==> config.mk <==
export PLATFORM = sky130hd
export DESIGN_NAME = network_sequencer
export DESIGN_NICKNAME = d
export VERILOG_FILES = /design/src/rtl/network_sequencer_pkg.sv /design/src/rtl/network_sequencer_sync.sv /design/src/rtl/network_sequencer.sv
export SDC_FILE = /design/constraint.sdc
export NUM_CORES = 1
export LEC_CHECK = 0
export CAP_MARGIN = 20
export CORE_MARGIN = 1.5
export CORE_UTILIZATION = 57
export CTS_BUF_LIST = sky130_fd_sc_hd__clkbuf_2 sky130_fd_sc_hd__clkbuf_4 sky130_fd_sc_hd__clkbuf_8
export CTS_CLUSTER_DIAMETER = 40
export DETAILED_ROUTE_END_ITERATION = 16
export GPL_ROUTABILITY_DRIVEN = 1
export PLACE_DENSITY = 0.87
export SLEW_MARGIN = 30
export SYNTH_ARGS = -nofsm -noshare
export SYNTH_HDL_FRONTEND = slang
export SYNTH_SLANG_ARGS = --single-unit
export TNS_END_PERCENT = 10
==> constraint.sdc <==
create_clock -name clk -period 9.05 [get_ports clk]
set_clock_uncertainty 0.1 [all_clocks]
set_input_delay 1.81 -clock clk [delete_from_list [all_inputs] [get_ports clk]]
set_output_delay 1.81 -clock clk [all_outputs]
set_load 0.02 [all_outputs]
==> src/rtl/network_sequencer_pkg.sv <==
// network_seq_pkg: shared state encoding and sizing helpers for the network sequencer
package network_seq_pkg;
  typedef enum logic [2:0] {IDLE, SHIFT_IN, CONV_START, CONV_WAIT, CACHE_STROBE, OUTPUT} state_t;
  localparam int DEFAULT_TIMEOUT = 1023;
  function automatic int idx_w(input int n);
    return (n < 2) ? 1 : $clog2(n);
  endfunction
endpackage

==> src/rtl/network_sequencer_sync.sv <==
// sample_edge_sync: 3-flop synchroniser with rising-edge tick, blind to a level already high at reset release
module sample_edge_sync (
  input  logic clk,
  input  logic rst,
  input  logic async_in,
  output logic tick
);
  logic [2:0] sync_q, sync_d;
  logic seen_q, seen_d, armed_q, armed_d;
  // shift the chain; arm only after a genuine low sample has been captured
  always_comb begin
    sync_d = {sync_q[1:0], async_in};
    seen_d = 1'b1;
    armed_d = armed_q | (seen_q & ~sync_q[0]);
  end
  // synchroniser registers
  always_ff @(posedge clk or posedge rst) begin
    if (rst) begin
      sync_q <= '0;
      seen_q <= 1'b0;
      armed_q <= 1'b0;
    end else begin
      sync_q <= sync_d;
      seen_q <= seen_d;
      armed_q <= armed_d;
    end
  end
  assign tick = sync_q[1] & ~sync_q[2] & armed_q;
endmodule

==> src/rtl/network_sequencer.sv <==
// network_sequencer: layer-indexed forward-pass controller for the cached dilated causal conv chain
module network_sequencer
  import network_seq_pkg::*;
#(
  parameter int W = 16,
  parameter int NUM_LAYERS = 4,
  parameter int TIMEOUT = DEFAULT_TIMEOUT,
  parameter int CW = 16
) (
  input  logic                  clk,
  input  logic                  rst,
  input  logic                  sample_clk,
  output logic                  lsb_clk,
  output logic [NUM_LAYERS-1:0] conv_rst,
  input  logic [NUM_LAYERS-1:0] conv_out_v,
  output logic [NUM_LAYERS-2:0] ac_clk,
  input  logic [W-1:0]          final_out,
  output logic [W-1:0]          sample_out,
  output logic                  out_valid,
  output logic                  busy,
  output logic [CW-1:0]         cycle_count,
  output logic [CW-1:0]         overrun_count,
  output logic                  timeout_err
);
  localparam int KW = idx_w(NUM_LAYERS);
  localparam int WW = $clog2(TIMEOUT + 1);
  localparam logic [CW-1:0] CMAX = '1;
  state_t state_q, state_d;
  logic [KW-1:0] k_q, k_d;
  logic [WW-1:0] wd_q, wd_d;
  logic [CW-1:0] cnt_q, cnt_d, cnt_inc, cycle_count_q, cycle_count_d, overrun_q, overrun_d;
  logic [W-1:0] sample_out_q, sample_out_d;
  logic [NUM_LAYERS-1:0] conv_rst_q, conv_rst_d;
  logic [NUM_LAYERS-2:0] ac_q, ac_d;
  logic lsb_q, lsb_d, out_valid_q, out_valid_d, timeout_q, timeout_d, tick;
  sample_edge_sync u_sync (.clk(clk), .rst(rst), .async_in(sample_clk), .tick(tick));
  // next state, pass bookkeeping and strobes decoded from the next state so they leave a flop
  always_comb begin
    cnt_inc = (cnt_q == CMAX) ? cnt_q : cnt_q + 1'b1;
    state_d = state_q;
    k_d = k_q;
    wd_d = wd_q;
    cnt_d = cnt_inc;
    sample_out_d = sample_out_q;
    out_valid_d = 1'b0;
    cycle_count_d = cycle_count_q;
    overrun_d = overrun_q;
    timeout_d = timeout_q;
    case (state_q)
      IDLE: state_d = tick ? SHIFT_IN : IDLE;
      SHIFT_IN: begin
        state_d = CONV_START;
        k_d = '0;
        cnt_d = CW'(1);
      end
      CONV_START: begin
        state_d = CONV_WAIT;
        wd_d = '0;
      end
      CONV_WAIT:
        if (conv_out_v[k_q]) state_d = (k_q == KW'(NUM_LAYERS - 1)) ? OUTPUT : CACHE_STROBE;
        else if (wd_q == WW'(TIMEOUT - 1)) begin
          state_d = IDLE;
          k_d = '0;
          timeout_d = 1'b1;
        end else wd_d = wd_q + 1'b1;
      CACHE_STROBE: begin
        state_d = CONV_START;
        k_d = k_q + 1'b1;
      end
      OUTPUT: begin
        state_d = tick ? SHIFT_IN : IDLE;
        sample_out_d = final_out;
        out_valid_d = 1'b1;
        cycle_count_d = cnt_inc;
      end
      default: state_d = IDLE;
    endcase
    if (tick && state_q != IDLE && state_q != OUTPUT && overrun_q != CMAX) overrun_d = overrun_q + 1'b1;
    lsb_d = (state_d == SHIFT_IN);
    conv_rst_d = (state_d == CONV_START) ? NUM_LAYERS'(1) << k_d : '0;
    ac_d = (state_d == CACHE_STROBE) ? (NUM_LAYERS - 1)'(1) << k_d : '0;
  end
  // state and output registers, cleared asynchronously so strobes drop at once
  always_ff @(posedge clk or posedge rst) begin
    if (rst) begin
      state_q <= IDLE;
      k_q <= '0;
      wd_q <= '0;
      cnt_q <= '0;
      sample_out_q <= '0;
      out_valid_q <= 1'b0;
      cycle_count_q <= '0;
      overrun_q <= '0;
      timeout_q <= 1'b0;
      lsb_q <= 1'b0;
      conv_rst_q <= '0;
      ac_q <= '0;
    end else begin
      state_q <= state_d;
      k_q <= k_d;
      wd_q <= wd_d;
      cnt_q <= cnt_d;
      sample_out_q <= sample_out_d;
      out_valid_q <= out_valid_d;
      cycle_count_q <= cycle_count_d;
      overrun_q <= overrun_d;
      timeout_q <= timeout_d;
      lsb_q <= lsb_d;
      conv_rst_q <= conv_rst_d;
      ac_q <= ac_d;
    end
  end
  assign lsb_clk = lsb_q;
  assign conv_rst = conv_rst_q;
  assign ac_clk = ac_q;
  assign sample_out = sample_out_q;
  assign out_valid = out_valid_q;
  assign busy = (state_q != IDLE);
  assign cycle_count = cycle_count_q;
  assign overrun_count = overrun_q;
  assign timeout_err = timeout_q;
endmodule

=== Word-level counts from Yosys, hierarchy flattened ===
Index checks and enable logic that the tools add are counted.

* Flip-flop bits (word level): 94
* Input bits: 23
* Output and inout port bits: 59
* Word-level logic and storage cells: 72

* Add/sub/neg operators: 4
* Order comparisons: 1
* Equal/unequal tests: 15
* Shift-type cells: 2
* Multiplexer cells: 18
* Bitwise gates (word level): 7
* Reductions and logical operators: 10

{| class="wikitable"
|+ Operators with widths
! operator !! number
|-
| adder 16 x 1 -> 16 bit (second input constant) || 2
|-
| two-way mux 16 bit || 2
|-
| two-way mux 10 bit || 2
|-
| one-hot mux 10 bit (2 select lines) || 1
|-
| equality test 16 bit (second input constant) || 1
|-
| inequality test 16 bit (second input constant) || 1
|-
| one-hot mux 3 bit (4 select lines) || 1
|-
| adder 10 x 1 -> 10 bit (second input constant) || 1
|-
| equality test 10 bit (second input constant) || 1
|-
| equality test 3 x 2 -> 1 bit (second input constant) || 3
|-
| equality test 3 bit (second input constant) || 3
|-
| two-way mux 3 bit || 3
|-
| equality test 3 x 1 -> 1 bit (second input constant) || 2
|-
| one-hot mux 2 bit (3 select lines) || 1
|-
| AND reduction 3 bit || 2
|-
| two-way mux 1 bit || 4
|-
| two-way mux 2 bit || 2
|-
| two-way mux 4 bit || 1
|-
| inequality test 2 bit (second input constant) || 2
|-
| OR reduction 2 bit || 2
|-
| left shift 1 x 2 -> 4 bit (first input constant) || 1
|-
| bitwise AND 1 bit || 3
|-
| logical AND 1 bit || 3
|-
| zero test 3 bit || 1
|-
| other kinds (10) || 12
|}

=== Logic depth before layout (Yosys ltp) ===
* Depth after elaboration: 7
* Mapped depth: 8

=== Modules after synthesis ===
From an unflattened synthesis, not the netlist that was laid out.

* Cells, all modules: 410
* Area total of the unflattened synthesis: 4,186.5 um2

{| class="wikitable"
|+ By module, submodules not included
! module !! instances !! cells an instance !! area each (um2) !! sequential area each (um2)
|-
| network_sequencer || 1 || 399 || 4,035.1 || 2,227.1
|-
| sample_edge_sync || 1 || 11 || 151.4 || 125.1
|}

=== Least setup slack after synthesis ===
OpenSTA, ideal clock, no wires.

* Path type: input -> register
* Start point: input conv_out_v[3]
* End point: register wd_q[4]
* Library setup time: 78 ps
* Data arrival time: 3,254 ps
* Path slack: 5,619 ps
* Stages: 5
* Path buffers: 0
* Cell sequence: mux4_2 a41oi_4 nand2_1 or3_1 a21oi_1

* Cells in the longest elaborated chain, start to end: 4

{| class="wikitable"
|+ RTL lines
! element !! line !! RTL
|-
| start: declaration || network_sequencer.sv:15 || <nowiki>input logic [NUM_LAYERS-1:0] conv_out_v,</nowiki>
|-
| binary-select mux 1 bit (select 2 bit) || network_sequencer.sv:61 || <nowiki>if (conv_out_v[k_q]) state_d = (k_q == KW'(NUM_LAYERS - 1)) ? OUTPUT : CACHE_STROBE;</nowiki>
|-
| two-way mux 1 bit (implied by the code) || network_sequencer.sv:61 ||
|-
| inequality test 2 bit (no line) || -- ||
|-
| AND reduction 3 bit (no line) || -- ||
|-
| end signal: assignment || network_sequencer.sv:102 || <nowiki>wd_q <= wd_d;</nowiki>
|-
| end: declaration || network_sequencer.sv:30 || <nowiki>logic [WW-1:0] wd_q, wd_d;</nowiki>
|}

Every way passes these cells. The select of a mux whose other input is x is not followed.
A chain may end at the register's enable or synchronous reset.

=== Worst setup path in the final report ===
* Start point: register state_q[1]
* End point: output busy

* Cells in the longest elaborated chain, start to end: 1

{| class="wikitable"
|+ RTL lines
! element !! line !! RTL
|-
| start: declaration || network_sequencer.sv:28 || <nowiki>state_t state_q, state_d;</nowiki>
|-
| start signal: assignment || network_sequencer.sv:100 || <nowiki>state_q <= state_d;</nowiki>
|-
| nonzero test 3 bit || network_sequencer.sv:119 || <nowiki>assign busy = (state_q != IDLE);</nowiki>
|-
| end: declaration || network_sequencer.sv:20 || <nowiki>output logic busy,</nowiki>
|}

Every way passes these cells.

==> metrics.txt <==
DR pass1 iterations=4; Final Hold Vio Count=0; core area=6910 um^2; H-tree depth=3; crit path launch type=flop; Area contributors post-synth=dfrtp_1 (57%), nand2_1 (7.5%), xnor2_1 (3.6%); register area share after synthesis=57.0%; synthesized area per cell=10.4 um^2; I/O pins=82; crit end category=primary output; CTS buffer count=9; Die Span Y=88.1 um; asr flop ratio synth=100%; GP Congestion=0.907; Area Overhead vs Synth=27.0%; FMAX=270 MHz; DRT iter0 DRCs=149; first-pass GRT wire length=14500 um; share of the synthesized area in the top cell type=57.0%; CP Class=flop to primary output; CTS resizes=0; DRC viols=0; Post-synth EDFFs=0; Setup TNS=0 ns; max cap viols=0; ANT nets after route=0; Skew-Pair Late Insertion Delay=0.35 ns; RSZ-0062 raised after global routing=false; Worst R2R Setup Slack=6.70 ns; Slew HR=48.0%; register area=2350 um^2; Net Count, Synth=426; fraction of layout cells with a size suffix above 1=6.58%; CTS root buffer=clkbuf_8; crit-path max FO=10; largest net degree at the start of global routing=54; Data required, critical path=7.14 ns; FP Rows=30; average wire per standard cell=14.8 um; min cycle time layout=3.70 ns; Post-CTS Setup Inserts=0; GRT Residual Overflow=0; ANT cells=0; Layout Cells excl Fill=582; CTS tree=done; Synth area leader=dfrtp_1; Worst-path clk slew=0.08 ns; die width=88.1 um; GR Util All Layers=24.2%; Synth Flop Type=dfrtp_1; post-synthesis instance area=4120 um^2; Starting Density=59.7%; outcome=finished, final reports clean; Layout Nets=509; area of the multi-input gates=1680 um^2; R2R depth=5; HPWL Detailed=6190 um; Worst-Margin Slew=0.774 ns; Slew Limit Fails=0; Synth Instances=398; Final setup violation count=0; CTS max path bufs=2; crit path DAT=1.79 ns; Yosys reg bits=94; Hold Buf Count CTS=0; Synth Warn #=0; Synth cell types=51; Power Density=264 nW/um^2; worst hold path type=flop to flop; P_leak=2.34 nW; Fill cells=495; Hold Path Stages=0; via count=3169; DIE AREA=7750 um^2; Routed WL=8640 um; vias in the first global route=3071; fin crit share=40.9%; antenna violations before repair=0; CTS sink cnt=94; Inst Count DP=566; PortBufs=81; via/cell ratio=5.45; Max IR drop VDD=0.174 mV
-- per-stage QoR --
stage	setup WS (ns)	power, mW	util [%]	cell area, um^2	hold slack, ns
global placement	5.12	1.07	72.6	5010	0.257
floorplan	4.69	0.886	-	4120	0.254
detailed placement	5.03	1.09	72.6	5010	0.261
global route	5.27	1.47	75.8	5240	0.296
finish	5.35	1.38	75.8	5240	0.279
CTS	5.36	1.39	75.8	5230	0.280
-- worst paths after layout --
path	startpoint	to
worst max-delay path	state_q[1]	busy
worst min register to register	u_sync.sync_q[0]	u_sync.sync_q[1]
worst max register to register	state_q[2]	cycle_count[15]
max in group asynchronous	rst	cycle_count[13]
worst min-delay path	u_sync.sync_q[0]	u_sync.sync_q[1]
min in group asynchronous	rst	overrun_count[9]
-- cells in the mapped netlist, drive strengths merged (2+ instances only) --
library cell and n:
and3 11, buf 2, nor4b 2, a21oi 10
o21ai 27, nand4 16, and2 4, and4 5
xnor2 17, o31ai 3, mux2i 5, clkbuf 9
a41oi 3, nor4 2, nand2 82, ha 5
o311ai 2, nand3b 2, nor2 28, nor3 4
xor2 8, inv 8, dfrtp 94, or3 2
o211ai 2, nand3 21, nor2b 2, nand2b 2
a21o 3, mux2 3
-- placed cells by master, fill, tap and decap left out, drive strengths merged, types with 3 or more instances in the layout --
| cell | instances |
|---|---|
| nand2 | 82 |
| nand4 | 16 |
| mux2i | 5 |
| inv | 7 |
| clkdlybuf4s50 | 81 |
| ha | 5 |
| and3 | 11 |
| clkbuf | 14 |
| xnor2 | 17 |
| o31ai | 3 |
| dfrtp | 94 |
| nand3 | 21 |
| clkinv | 3 |
| xor2 | 8 |
| a21o | 3 |
| and2 | 4 |
| a41oi | 3 |
| o21ai | 27 |
| nor2 | 28 |
| nor3 | 4 |
| a21oi | 10 |
| and4 | 5 |
| mux2 | 3 |
-- logic make-up (layout without fill, tap and decap cells) --
kind of cell               count (synthesis)  count (layout)  share of synthesized area, %
AOI/OAI and AO/OA                         57              57                          8.98
xor gates and xnor gates                  25              25                          5.31
adders and majority gates                  5               5                          1.52
buffers and inverters                     20             108                          2.18
DFF                                       94              94                          57.0
muxes                                      9               9                          2.58
other                                      1               1                        0.0909
and+or+nand+nor                          187             187                          22.3
-- routing by layer --
metal,track usage (%),up-vias,part of all wire [%]
met1,32.3,1526,44
met4,6.53,0,0.51
li1,-,1548,-
met5,0,-,0
met2,40.7,89,51
met3,4.90,6,4.2
-- worst max-delay path, cell delays in order (launching register included) --
cell	delay, ns
dfrtp_1	0.51
inv_1	0.19
nand2_1	0.14
clkdlybuf4s50_1	0.61
-- state kept, by name, indices dropped and copies added, names as in the netlist, 2 cells and up --
signal,cells
wd_q,10
conv_rst,4
cycle_count,16
k_q,2
u_sync.sync_q,3
state_q,3
sample_out,16
overrun_count,16
cnt_q,16
ac_clk,3
-- layout make-up --
class                   instances  share of cell area, %
inverters                       9                  0.669
clock inverters                 2                  0.741
repair buffers                 83                   15.8
multi-input cells             284                   32.2
well taps                      96                   2.29
flip-flops and latches         94                   44.9
clock buffers                  14                   3.44
-- power breakdown --
group          switching (mW)  internal, mW  leakage, nW
clock network           0.139         0.157        0.114
logic                   0.274         0.215         1.00
registers              0.0878         0.510         1.23
total                   0.500         0.882         2.34
Power figures use the tool's default switching activity.
